[config.mk]
export PLATFORM = sky130hd
export DESIGN_NAME = bit_serial_subtractor
export DESIGN_NICKNAME = d
export VERILOG_FILES = /design/src/rtl/sub_ctrl_defs.sv /design/src/rtl/full_sub_cell.sv /design/src/rtl/bit_serial_subtractor.sv
export SDC_FILE = /design/constraint.sdc
export NUM_CORES = 1
export LEC_CHECK = 0
export CORE_MARGIN = 1.5
export CORE_UTILIZATION = 58
export CTS_BUF_LIST = sky130_fd_sc_hd__clkbuf_4
export CTS_CLUSTER_SIZE = 16
export DETAILED_ROUTE_END_ITERATION = 16
export GPL_ROUTABILITY_DRIVEN = 1
export GPL_TIMING_DRIVEN = 0
export PLACE_DENSITY = 0.92
export SYNTH_ARGS = -nofsm -noshare
export SYNTH_HDL_FRONTEND = slang
export SYNTH_SLANG_ARGS = --single-unit
[constraint.sdc]
create_clock -name clk -period 3.1 [get_ports clk]
set_clock_uncertainty 0.15 [all_clocks]
set_input_delay 0.31 -clock clk [delete_from_list [all_inputs] [get_ports clk]]
set_output_delay 0.31 -clock clk [all_outputs]
set_load 0.05 [all_outputs]
[src/rtl/sub_ctrl_defs.sv]
// rtl/sub_ctrl_defs.sv - shared state encodings for serial arithmetic controllers
package sub_ctrl_defs;

    localparam logic [1:0] SUB_IDLE  = 2'd0;
    localparam logic [1:0] SUB_SHIFT = 2'd1;
    localparam logic [1:0] SUB_DONE  = 2'd2;

    typedef enum logic [1:0] {
        IDLE  = SUB_IDLE,
        SHIFT = SUB_SHIFT,
        DONE  = SUB_DONE
    } sub_state_t;

endpackage

[src/rtl/full_sub_cell.sv]
// rtl/full_sub_cell.sv - one-bit full subtractor from two half-subtractor stages
module full_sub_cell (
    input  logic x,
    input  logic y,
    input  logic bin,
    output logic d,
    output logic bout
);

    logic w_d1;
    logic w_b1;
    logic w_b2;

    assign w_d1 = x ^ y;
    assign w_b1 = ~x & y;
    assign d    = w_d1 ^ bin;
    assign w_b2 = ~w_d1 & bin;
    assign bout = w_b1 | w_b2;

endmodule

[src/rtl/bit_serial_subtractor.sv]
// rtl/bit_serial_subtractor.sv - LSB-first serial a-b, one bit per SHIFT cycle
module bit_serial_subtractor
    import sub_ctrl_defs::*;
#(
    parameter int WIDTH = 8
) (
    input  logic             clk,
    input  logic             rst,
    input  logic             start,
    input  logic [WIDTH-1:0] a,
    input  logic [WIDTH-1:0] b,
    output logic             busy,
    output logic             done,
    output logic [WIDTH-1:0] diff,
    output logic             borrow
);

    localparam int CW = $clog2(WIDTH + 1);
    localparam logic [CW-1:0] LAST = CW'(WIDTH - 1);

    sub_state_t       r_state;
    sub_state_t       w_next;
    logic [WIDTH-1:0] r_a;
    logic [WIDTH-1:0] r_b;
    logic [WIDTH-1:0] r_res;
    logic [WIDTH-1:0] r_diff;
    logic [CW-1:0]    r_cnt;
    logic             r_br;
    logic             r_borrow;
    logic             r_done;
    logic             w_d;
    logic             w_bo;
    logic [WIDTH-1:0] w_res_next;

    full_sub_cell u_cell (
        .x    (r_a[0]),
        .y    (r_b[0]),
        .bin  (r_br),
        .d    (w_d),
        .bout (w_bo)
    );

    generate
        if (WIDTH == 1) begin : g_res_w1
            assign w_res_next = w_d;
        end else begin : g_res_wn
            assign w_res_next = {w_d, r_res[WIDTH-1:1]};
        end
    endgenerate

    always_comb begin
        w_next = r_state;
        case (r_state)
            IDLE:    if (start) w_next = SHIFT;
            SHIFT:   if (r_cnt == LAST) w_next = DONE;
            DONE:    w_next = IDLE;
            default: w_next = IDLE;
        endcase
    end

    // done is registered on the DONE->IDLE edge; diff/borrow are already valid then
    always_ff @(posedge clk or posedge rst) begin
        if (rst) begin
            r_state  <= IDLE;
            r_a      <= '0;
            r_b      <= '0;
            r_res    <= '0;
            r_diff   <= '0;
            r_cnt    <= '0;
            r_br     <= 1'b0;
            r_borrow <= 1'b0;
            r_done   <= 1'b0;
        end else begin
            r_state <= w_next;
            r_done  <= (r_state == DONE);
            case (r_state)
                IDLE: begin
                    if (start) begin
                        r_a   <= a;
                        r_b   <= b;
                        r_br  <= 1'b0;
                        r_cnt <= '0;
                    end
                end
                SHIFT: begin
                    r_a   <= r_a >> 1;
                    r_b   <= r_b >> 1;
                    r_res <= w_res_next;
                    r_br  <= w_bo;
                    r_cnt <= r_cnt + CW'(1);
                    if (r_cnt == LAST) begin
                        r_diff   <= w_res_next;
                        r_borrow <= w_bo;
                    end
                end
                default: ;
            endcase
        end
    end

    assign busy   = (r_state != IDLE);
    assign done   = r_done;
    assign diff   = r_diff;
    assign borrow = r_borrow;

endmodule

==> results.txt <==
The worst-case setup margin in the final layout is 0.448 ns. The die outline area came out at 3270 µm². Across all register-to-register paths, the minimum setup slack is 1.29 ns. The footprint of the multi-input gates came out at 633 µm². CTS placed an instance of clkbuf_4 at the clock tree root. The share of final-layout standard cells stronger than drive strength 1 is 11.8%. The largest buffer count on any clock path is 2. The areal power density over the cells came out at 948 nW/µm². The clock latency reported for the late side of the worst-skew pair came out at 0.34 ns.

Setup repair after global routing left no endpoint under its margin. The effective utilization at floorplan came out at 61.2%. In the routed layout, each cell is associated on average with a via count of 5.60. For this run, the total global-route usage over all layers was measured as 21.9%. The number of fill cells in the layout is 201. Before CTS, the worst setup slack after placement is 0.840 ns. The end-of-flow core utilization is 75.0%. The worst setup path is of the flip-flop to output port kind.

For this run, global-route usage on met2 was measured as 37.1%. The first-iteration detailed-routing DRC count is 64. TritonCTS built the clock tree. The static leakage is 0.940 nW. The worst register-to-register path ends at diff[4].

The number of setup violations in the final report came out at 0. The post-route DRC violation count is 0. After detailed routing, the total wire length is 3.10 mm. Walking the worst path, the cells encountered are buf_4 > clkbuf_1 > or2_2 > clkdlybuf4s50_1.

The synthesized area per cell came out at 10.8 µm². During synthesis, Yosys emitted a total of 0 warnings. The max-cap check violation count is 0. The floorplan step set the die height to 57.2 µm. The cell depth of the worst flop-to-flop path is 4. The count of boundary I/O pins is 30. The count of antenna diodes in the layout came out at 0. The proportion of synthesized chip area in sequential cells came out at 58.8%.

The relative slew slack came out at 46.2%. When the netlist entered floorplanning its net count stood at 179. The worst setup path is captured at an output port. The busiest metal layer after global routing is met2. For the worst setup path, the data arrival time is 2.19 ns. The required time of the critical path came out at 2.64 ns.

The number of global-route vias before repair is 1285. The fraction of the cycle the final worst path needs is 85.6%. During placement, the flow inserted port buffers numbering 29.

The total number of vias came out at 1266. In the layout the commonest cells are 40 x nand2_1, 40 x dfrtp_1, 29 x clkdlybuf4s50_1. The number of sinks driven by the clock tree came out at 40.

The die span in x is 57.2 µm. The area of the mapped netlist came out at 1700 µm². The timing-limited maximum frequency is 0.377 GHz.

The stage delay of the slowest cell on the critical path came out at 0.79 ns. Post-CTS repair changed the size of 0 cells. The count of TritonRoute iterations in the first routing pass came out at 4.

The tightest min-delay check is of the primary input to asynchronous set/reset pin type. The floorplan has 19 rows. At the pin with the least slew margin, the transition time is 0.806 ns. The run finished with clean final reports. The element type at the critical path start is a flip-flop. The number of pins exceeding their max-slew limit in the final report came out at 0. The number of distinct library cell variants in the gate-level netlist after synthesis came out at 26. The register area is 1000 µm². The first-pass GRT wire length came out at 5.46 mm. The smallest clock period supported by the final layout is computed as 2.65 ns. The number of H-tree levels is 2.

In this run, CTS created clock tree buffers numbering 5. IR analysis of the VDD net gives a maximum drop of 765 µV. After detailed routing, the average wire length per cell comes to 13.7 µm.

The number of hold violations in the final report came out at 0. On the critical path, the stage with the largest delay is an instance of clkdlybuf4s50_1. The HPWL after detailed placement is 2.27 mm.

The number of antenna violations at the first check in global routing was 0. In this run the critical register-to-register path is launched from r_cnt[0]. The congestion estimate from routability-driven global placement came to 0.766.

The top fanout value on the critical path came out at 10. The net count of the finished layout came out at 215. The pin count of the biggest net entering global routing is 41.

After floorplanning, the core was sized to cover 2780 µm². The number of nets still failing antenna checks after routing is 0. The number of setup buffers added after CTS is 0.

The met1 demand-to-capacity share in global routing is 26.9%. The synthesized instance count came out at 158. The total congestion overflow came out at 0.

The flip-flop and latch count after synthesis came out at 40. After routing, the total negative slack on setup checks comes to 0 ns. The global routing usage on met3 came out at 7.48%. From synthesis to final layout, the design area changed by 22.6%. The total of hold buffers inserted after clock tree synthesis came out at 0. Clock-pin slew was measured on the worst setup and hold paths at 0.11 ns.
-- routing by layer --
layer  wire, µm  up-vias
met5          0        -
met4         31        0
met3        128        4
met2       1590       30
met1       1360      620
li1           -      612
-- power breakdown --
part | internal, mW | switching, mW | leakage (nW) | total, mW
sequential | 0.727 | 0.136 | 0.514 | 0.863
combinational | 0.352 | 0.499 | 0.392 | 0.851
clock | 0.105 | 0.159 | 0.0338 | 0.264
total | 1.18 | 0.795 | 0.940 | 1.98
-- critical path, delay by kind of cell, from the launching register on --
family / cells / cell delay (ns)
buffers and inverters: 3 / 1.31
DFF: 1 / 0.34
and+or+nand+nor: 1 / 0.20
-- kinds of logic (layout without fill, tap and decap cells) --
group	count (synthesis)	count (layout)	synth area share [%]
and+or+nand+nor	52	52	14.0
DFF	40	40	58.8
AOI/OAI and AO/OA	39	39	14.7
buffers and inverters	15	52	3.97
muxes	10	10	6.54
adders and majority gates	2	2	1.91
-- cells in the mapped netlist --
cell type	instances	area (µm²)
o21ai_0	15	75.1
a22o_1	2	17.5
or2_2	1	6.26
nor2b_1	3	18.8
a22oi_1	12	90.1
nor3_4	1	16.3
dfrtp_1	40	1000
and3b_1	2	17.5
mux2_2	9	101
inv_1	6	22.5
nand2b_4	1	13.8
nand3_1	1	5.00
buf_4	1	7.51
fa_1	1	20.0
ha_1	1	12.5
nor2_1	3	11.3
mux2i_1	1	10.0
a21oi_1	4	20.0
o22ai_1	2	12.5
a31oi_1	1	6.26
nand2_1	40	150
clkbuf_1	7	26.3
a2bb2oi_1	1	8.76
a41oi_1	1	8.76
buf_6	1	11.3
o21bai_2	1	11.3
-- metrics by stage --
stage / total power, mW / instance area, µm² / hold WS (ns) / std cells
6_report: 1.98 / 2090 / 0.286 / 226
5_1_grt: 2.12 / 2090 / 0.346 / 226
2_1_floorplan: 1.47 / 1700 / 0.290 / 158
3_3_place_gp: 1.68 / 2030 / 0.306 / 218
3_5_place_dp: 1.73 / 2030 / 0.321 / 218
4_1_cts: 1.99 / 2090 / 0.315 / 226
-- layout make-up --
type / count / area share (%)
Tap cell: 31 / 1.86
Clock buffer: 7 / 2.52
Clock inverter: 1 / 0.180
Inverter: 6 / 1.08
Multi-Input combinational cell: 103 / 30.3
Sequential cell: 40 / 48.0
Timing Repair Buffer: 29 / 13.9
Buffer: 9 / 2.16
-- flip-flops by register name (all words and copies together) (netlist names) --
register and flops:
diff 8, r_a 8, r_b 8, r_res 7
r_cnt 4, r_state 2, borrow 1, done 1
r_br 1
-- how the worst max path moves through the flow --
| stage | cells after the start | end | from |
|---|---|---|---|
| 2_1_floorplan | 4 | diff[0] | r_state[1] |
| 3_3_place_gp | 4 | busy | r_state[0] |
| 3_5_place_dp | 4 | busy | r_state[0] |
| 4_1_cts | 4 | busy | r_state[0] |
| 5_1_grt | 4 | busy | r_state[0] |
| 6_report | 4 | busy | r_state[0] |
No activity file was read; power rests on OpenSTA's default activity.
